--- config.mk ---
export PLATFORM = sky130hd
export DESIGN_NAME = sat_clause_sequencer
export DESIGN_NICKNAME = d
export VERILOG_FILES = /design/src/rtl/sat_clause_sequencer.sv
export SDC_FILE = /design/constraint.sdc
export NUM_CORES = 2
export LEC_CHECK = 0
export ABC_AREA = 1
export BUFFER_PORTS_ARGS = -buffer_cell sky130_fd_sc_hd__buf_2
export CAP_MARGIN = 20
export CORE_UTILIZATION = 30
export CTS_CLUSTER_DIAMETER = 60
export CTS_CLUSTER_SIZE = 20
export DETAILED_ROUTE_END_ITERATION = 16
export RECOVER_POWER = 50
export SLEW_MARGIN = 0
export SYNTH_ARGS = -nofsm -noshare
export SYNTH_HDL_FRONTEND = slang
export SYNTH_SLANG_ARGS = --single-unit
--- constraint.sdc ---
create_clock -name clk -period 5 [get_ports clk]
set_input_delay 0.5 -clock clk [delete_from_list [all_inputs] [get_ports clk]]
set_output_delay 0.5 -clock clk [all_outputs]
set_load 0.01 [all_outputs]
--- src/rtl/sat_clause_sequencer.sv ---
// CNF initiator: streams stored literal beats into the clause/CNF evaluator and reports SAT/UNSAT.
// Optional macro SAT_SEQ_EARLY_EXIT_EN: stop after the first false clause.
module sat_clause_sequencer #(
    parameter int DEPTH = 64,
    parameter int NLIT  = 6,
    parameter int VW    = 4,
    localparam int AW   = $clog2(DEPTH),
    localparam int EW   = 1 + NLIT + NLIT * VW
) (
    input  logic               clk,
    input  logic               resetClause,
    input  logic               wr_en,
    input  logic [AW-1:0]      wr_addr,
    input  logic [EW-1:0]      wr_data,
    input  logic [AW:0]        num_entries,
    input  logic               start,
    output logic [NLIT-1:0]    negCtrl,
    output logic [NLIT*VW-1:0] varPos,
    output logic               enableClause,
    output logic               clause_clr_n,
    output logic               enableCNF,
    output logic               cnf_clr_n,
    input  logic               outCNF,
    output logic               busy,
    output logic               done,
    output logic               sat,
    output logic [2:0]         o_dbg_state
);

    typedef enum logic [2:0] {
        S_IDLE  = 3'd0,
        S_INIT  = 3'd1,
        S_ISSUE = 3'd2,
        S_ACC   = 3'd3,
        S_CLR   = 3'd4,
        S_FIN   = 3'd5,
        S_DONE  = 3'd6
    } state_t;

    state_t          r_state;
    logic [EW-1:0]   r_mem [DEPTH];
    logic [AW:0]     r_ptr;
    logic [AW:0]     r_n;
    logic            r_last;
    logic [EW-1:0]   w_entry;
    logic            w_clause_end;
    logic            w_stop;

    assign o_dbg_state  = r_state;
    assign w_entry      = r_mem[r_ptr[AW-1:0]];
    // r_ptr already points past the beat being driven, so ptr==N means this is the final entry.
    assign w_clause_end = r_last || (r_ptr == r_n);
`ifdef SAT_SEQ_EARLY_EXIT_EN
    assign w_stop       = (r_ptr == r_n) || !outCNF;
`else
    assign w_stop       = (r_ptr == r_n);
`endif

    // Entry memory is not reset; writes are only accepted while idle.
    always_ff @(posedge clk) begin
        if (wr_en && (r_state == S_IDLE))
            r_mem[wr_addr] <= wr_data;
    end

    always_ff @(posedge clk or negedge resetClause) begin
        if (!resetClause) begin
            r_state      <= S_IDLE;
            r_ptr        <= '0;
            r_n          <= '0;
            r_last       <= 1'b0;
            negCtrl      <= '0;
            varPos       <= '0;
            enableClause <= 1'b0;
            enableCNF    <= 1'b0;
            clause_clr_n <= 1'b0;
            cnf_clr_n    <= 1'b0;
            busy         <= 1'b0;
            done         <= 1'b0;
            sat          <= 1'b0;
        end else begin
            // Outputs are registered for the state being entered; defaults are the quiet values.
            enableClause <= 1'b0;
            enableCNF    <= 1'b0;
            clause_clr_n <= 1'b1;
            cnf_clr_n    <= 1'b1;
            done         <= 1'b0;
            case (r_state)
                S_IDLE: begin
                    if (start) begin
                        r_n          <= num_entries;
                        r_ptr        <= '0;
                        busy         <= 1'b1;
                        sat          <= 1'b0;
                        clause_clr_n <= 1'b0;
                        cnf_clr_n    <= 1'b0;
                        r_state      <= S_INIT;
                    end
                end
                S_INIT: begin
                    if (r_n == '0) begin
                        r_state <= S_FIN;
                    end else begin
                        negCtrl      <= w_entry[EW-2 -: NLIT];
                        varPos       <= w_entry[NLIT*VW-1:0];
                        r_last       <= w_entry[EW-1];
                        r_ptr        <= r_ptr + 1'b1;
                        enableClause <= 1'b1;
                        r_state      <= S_ISSUE;
                    end
                end
                S_ISSUE: begin
                    if (w_clause_end) begin
                        enableCNF <= 1'b1;
                        r_state   <= S_ACC;
                    end else begin
                        negCtrl      <= w_entry[EW-2 -: NLIT];
                        varPos       <= w_entry[NLIT*VW-1:0];
                        r_last       <= w_entry[EW-1];
                        r_ptr        <= r_ptr + 1'b1;
                        enableClause <= 1'b1;
                    end
                end
                S_ACC: begin
                    clause_clr_n <= 1'b0;
                    r_state      <= S_CLR;
                end
                S_CLR: begin
                    if (w_stop) begin
                        r_state <= S_FIN;
                    end else begin
                        negCtrl      <= w_entry[EW-2 -: NLIT];
                        varPos       <= w_entry[NLIT*VW-1:0];
                        r_last       <= w_entry[EW-1];
                        r_ptr        <= r_ptr + 1'b1;
                        enableClause <= 1'b1;
                        r_state      <= S_ISSUE;
                    end
                end
                S_FIN: begin
                    r_state <= S_DONE;
                end
                S_DONE: begin
                    sat     <= outCNF;
                    done    <= 1'b1;
                    busy    <= 1'b0;
                    r_state <= S_IDLE;
                end
                default: begin
                    r_state <= S_IDLE;
                end
            endcase
        end
    end

endmodule

# Word-level counts from Yosys, hierarchy flattened

Memory sizes are Yosys's and may differ from the RTL's.
Cells that the tools add are included.

Add/sub/neg operators: 1
Equal/unequal tests: 12
Mux-type cells: 38
Reductions and logical operators: 12

Operators by type and width:

| cell                  | count |
|---|---|
| $mux W24              | 3 |
| $pmux W24 S3          | 1 |
| $mux W7               | 4 |
| $pmux W7 S4           | 1 |
| $mux W6               | 3 |
| $pmux W3 S6           | 1 |
| $pmux W6 S3           | 1 |
| $mux W1               | 15 |
| $mux W3               | 4 |
| $ne A2 B2 Y1 const B  | 5 |
| $eq A3 B3 Y1 const B  | 3 |
| $add A7 B1 Y7 const B | 1 |
| $eq A7 B7 Y1          | 1 |
| $logic_not A7 Y1      | 1 |
| $eq A3 B2 Y1 const B  | 2 |
| $pmux W1 S2           | 3 |
| $pmux W1 S3           | 2 |
| $reduce_and A2 Y1     | 3 |
| $reduce_and A5 Y1     | 1 |
| $reduce_and A4 Y1     | 1 |
| $reduce_bool A4 Y1    | 1 |
| $eq A3 B1 Y1 const B  | 1 |
| $logic_not A3 Y1      | 1 |
| $reduce_bool A3 Y1    | 1 |
| 3 further kinds       | 3 |

Register bits after elaboration: 55
Memory bits (writable): 1984
Logic and storage cells: 77
Memories kept: 1

Memories:

| memory | depth | width | rd ports | clocked after memory_dff | wr ports | RTL line | RTL |
|---|---|---|---|---|---|---|---|
| r_mem  | 64    | 31    | 1        | 0                        | 1        | 41       | `logic [EW-1:0] r_mem [DEPTH];` |

# Longest topological paths before layout

Depth after elaboration: 4
Depth in mapped cells: 18
Depth with buffers taken out: 14

# Worst setup path after synthesis

Ideal clock, no wire load.

Path kind: reg-to-reg
Start point: register r_state[0] (netlist: o_dbg_state[0])
End point: memory r_mem[0][0] (netlist name) (enable)
Setup time: 419 ps
Data arrival time: 2785 ps
Required time: 4581 ps
Setup slack: 1796 ps
Stages on the path, launching flop included: 8
Cells stage by stage: dfrtp_1 -> nor2_1 -> inv_1 -> nor2_1 -> inv_1 -> nor2_1 -> nand4_1 -> nor2_1

Cells in the longest elaborated chain, start to end: 4

RTL lines:

| what                          | RTL line | RTL |
|---|---|---|
| from (decl)                   | 40       | `state_t r_state;` |
| from (signal assigned)        | 67       | `r_state <= S_IDLE;` |
| from (signal assigned)        | 96       | `r_state <= S_INIT;` |
| from (signal assigned)        | 101      | `r_state <= S_FIN;` |
| $logic_not A3 Y1              | 61       | `if (wr_en && (r_state == S_IDLE))` |
| $logic_and A1 B1 Y1           | 61       |  |
| $mux W1                       | 61       |  |
| $mux W1 (implied by the code) | 62       | `r_mem[wr_addr] <= wr_data;` |
| to (decl)                     | 41       |  |

Every way passes these cells.

# Worst setup path after layout

Start point: input wr_data[26]
End point: memory r_mem[63][26] (netlist name) (data pin)

RTL lines:

| what        | RTL line | RTL |
|---|---|---|
| from (decl) | 14       | `input logic [EW-1:0] wr_data,` |

Straight into the memory's write port.

==> reports/results.tsv <==
stage	metric	value	unit
sta	rsz0062_at_grt	no	
die	dieArea	291000	um^2
yosys	ys_top_cells_by_area	edfxtp_1 (69%), nand2_1 (12%), nand3_1 (5.4%)	
yosys	syn_area_per_cell	10.5	um^2
yosys	synth_seq_cells	2039	
yosys	ys.flop_type	edfxtp_1	
detailed_routing	routedWlPerCell	21.0	um
yosys	synth_area	86600	um^2
die	die_w	539	um
yosys	syn_inst	8255	
sta	setup_viol	0	
sta	report.final.slew_viol_count	1925	
yosys	synthArstFlopShare	2.70	%
sta	tightest_slew	4240	ps
power	swShare	36.2	%
sta	fin_crit	4120	ps
sta	fin_skew	41.3	ps
sta	period_share	82.4	%
clock_network	htree_levels	3	
power	p_leak	37.7	nW
finish	layout-drive-gt1-share	5.83	%
power	seq_power_share	45.3	%
detailed_routing	wl	254000	um
yosys	syn_nets	8305	
critical_path	cp_num_buf_inv	3	
status	violations	capacitance limit, slew limit	
die	start_util	30.3	%
sta	relSlewSlack	-183	%
yosys	yosys.area.top_type	edfxtp_1	
finish	fillers	28200	
clock_network	cts_tree	built	
detailed_routing	drt_first_pass_iters	8	
place	dpl.hpwl	143000	um
clock_network	post_cts.repair.setup_buffers	0	
global_routing	grt_usage	17.0	%
yosys	synth_seq_area_share	70.4	%
global_routing	grt_antenna_before_repair	20	
power	internal_power	27.5	mW
clock_network	cts_resized	0	
detailed_routing	via_per_inst	4.77	
critical_path	crit_chain	dlygate4sd3_1 -> clkbuf_1 -> clkbuf_1	
sta	tns	0	ps
power	p_switching	15.6	mW
critical_path	cp_max_fo	59	
global_routing	grt_pass1_wl	369000	um
critical_path	critPathLaunch	wr_data[26]	
global_routing	grt_max_degree	209	
finish	postLayoutCoreUtil	33.4	%
detailed_routing	drt-initial-drc-count	6633	
clock_network	cts.sinks	2039	
yosys	synth_top_area_share	68.8	%
critical_path	reg2reg_depth	16	
critical_path	end_kind	register	
critical_path	cpLargestDelayFamily	buffers and inverters	
yosys	ys_warn_count	0	
power	clockPowerShare	24.7	%
clock_network	clk_pin_slew	80	ps
detailed_routing	post-route-drc-count	0	
clock_network	clkLatencyLatePin	810	ps
power	power.density	451	nW/um^2
critical_path	startpoint_type	primary input	
hold_path	hold_path_depth	3	
die	io_pins	89	
critical_path	slowest_stage	clkbuf_1	
yosys	yosys-top-cells-count	nand2_1 (2,812), edfxtp_1 (1,984), inv_1 (1,019), nand3_1 (940), nor2_1 (626)	
die	core	286000	um^2
detailed_routing	num_vias	57700	
critical_path	crit_required	5030	ps
place	io_buffers	88	
hold_path	holdCritPathClass	in -> reg	
sta	hold_viol	0	
finish	layout.nets	8278	
critical_path	cp_common_cell	clkbuf_1	
place	place.gp.congestion	0.918	
critical_path	r2r-start	r_ptr[0]	
flow_run	max_cap_viol_count	33	
global_routing	grt_pass1_vias	54600	
critical_path	slowest_delay	2640	ps
status	status	finished, violations left	
yosys	synth_edf_count	1984	
power	comb_power_share	30.0	%
yosys	yosysMostFrequentCell	nand2_1	
yosys	synth.distinct_cells	31	
die	die_h	539	um
clock_network	clock_path_buffers	3	
global_routing	grt.overflow.total	0	
critical_path	worst-path-stages	3	
critical_path	worstSetupPathType	in -> reg	
finish	syn_to_final_growth	10.4	%
sta	clock.fmax	0.243	GHz
detailed_routing	final_antenna_net_count	0	
power	vdd_ir_drop_max	527	uV
hold_path	hp-start	num_entries[1]	
die	std_cell_rows	196	
critical_path	cp.arrival	4150	ps
clock_network	cts_buffers	121	
clock_network	clock-root-buffer	clkbuf_16	
-- state kept, by name, indices dropped and copies added, names as in the netlist, 3 cells and up --
register and count:
r_ptr 7, o_dbg_state 3, r_mem 1984, r_n 7
negCtrl 6, varPos 24
-- through the flow --
stage,total power [mW],setup slack [ps],std cells,instance area [um^2],hold WS [ps]
2_1_floorplan,28.0,1800,8255,86600,204
3_3_place_gp,32.6,1380,11900,91800,423
5_1_grt,45.1,823,12100,95600,32.8
4_1_cts,43.2,1390,12100,95800,5.92
3_5_place_dp,32.7,1430,11900,91900,425
6_report,43.2,879,12100,95600,51.6
-- worst paths after layout --
path,end,slack (ps)
hold / removal,r_n[1],50
min in group asynchronous,varPos[15],610
max in group asynchronous,r_ptr[1],2820
setup / recovery,r_mem[63][26],880
hold reg to reg,busy,500
setup reg to reg,varPos[13],1360
-- cell families after synthesis --
family,after synthesis,synth area share [%]
AND/OR/NAND/NOR,4436,20.8
buffers and inverters,1448,6.86
XOR/XNOR,12,0.121
AO/OA/AOI/OAI,319,1.89
flip-flops,2039,70.4
adder cells (fa/ha/maj),1,0.0144
-- per-layer routing --
layer  track usage (%)  part of all wire [%]  vias up
met5                 0                 0.028        -
met4              8.46                   5.4       10
met3              2.25                   7.5      381
met2              27.7                    47     2361
met1              22.2                    41    28200
li1                  -                     -    26800
-- power groups by stage --
stage          sequential, mW  clock [mW]  combinational [mW]
2_1_floorplan            19.6           0                8.45
3_3_place_gp             19.9           0                12.7
3_5_place_dp             19.9           0                12.8
4_1_cts                  19.5        10.8                12.9
5_1_grt                  19.5        11.4                14.2
6_report                 19.5        10.7                12.9
-- cell usage in the layout (no fill, tap or decap), types with 27 or more instances in the layout --
cell	synthesis	routed
a21oi_1	60	60
buf_12	0	27
buf_2	222	55
buf_4	29	122
clkbuf_1	109	101
clkbuf_16	0	124
dfrtp_1	55	51
edfxtp_1	1984	1984
inv_1	1019	1018
nand2_1	2812	2811
nand3_1	940	940
nor2_1	626	560
nor2_4	0	65
o21ai_0	245	245
or2_2	35	35
-- area by class of cell --
cell class | instances | area [um^2] | area share [%]
clock buffer | 165 | 3310 | 3.46
antenna | 10 | 25.0 | 0.0262
sequential | 2039 | 61000 | 63.8
multi-input combinational | 4768 | 20200 | 21.2
clock inverter | 42 | 502 | 0.525
timing repair buffer | 273 | 2020 | 2.11
inverter | 1025 | 3870 | 4.05
tap | 3762 | 4710 | 4.92
-- worst register-to-register path, stage by stage (launching register included) --
cell and delay, ps:
dfrtp_4 680, inv_8 520, buf_12 390, buf_4 600, nand2_1 120, nand3_1 110, nand2_1 70, nand2_1 60
nand2_1 130, inv_1 90, nand2_1 50, nand2_1 60, nand2_1 100, inv_1 280, nand2_1 110, nand2_1 80
nand2_1 80
-- timing repair --
item	CTS	global route
endpoints found under the hold margin	20	0
hold buffers	4	0
endpoints found under the setup margin	0	0
Note: power is estimated with default switching activity, not from simulation.
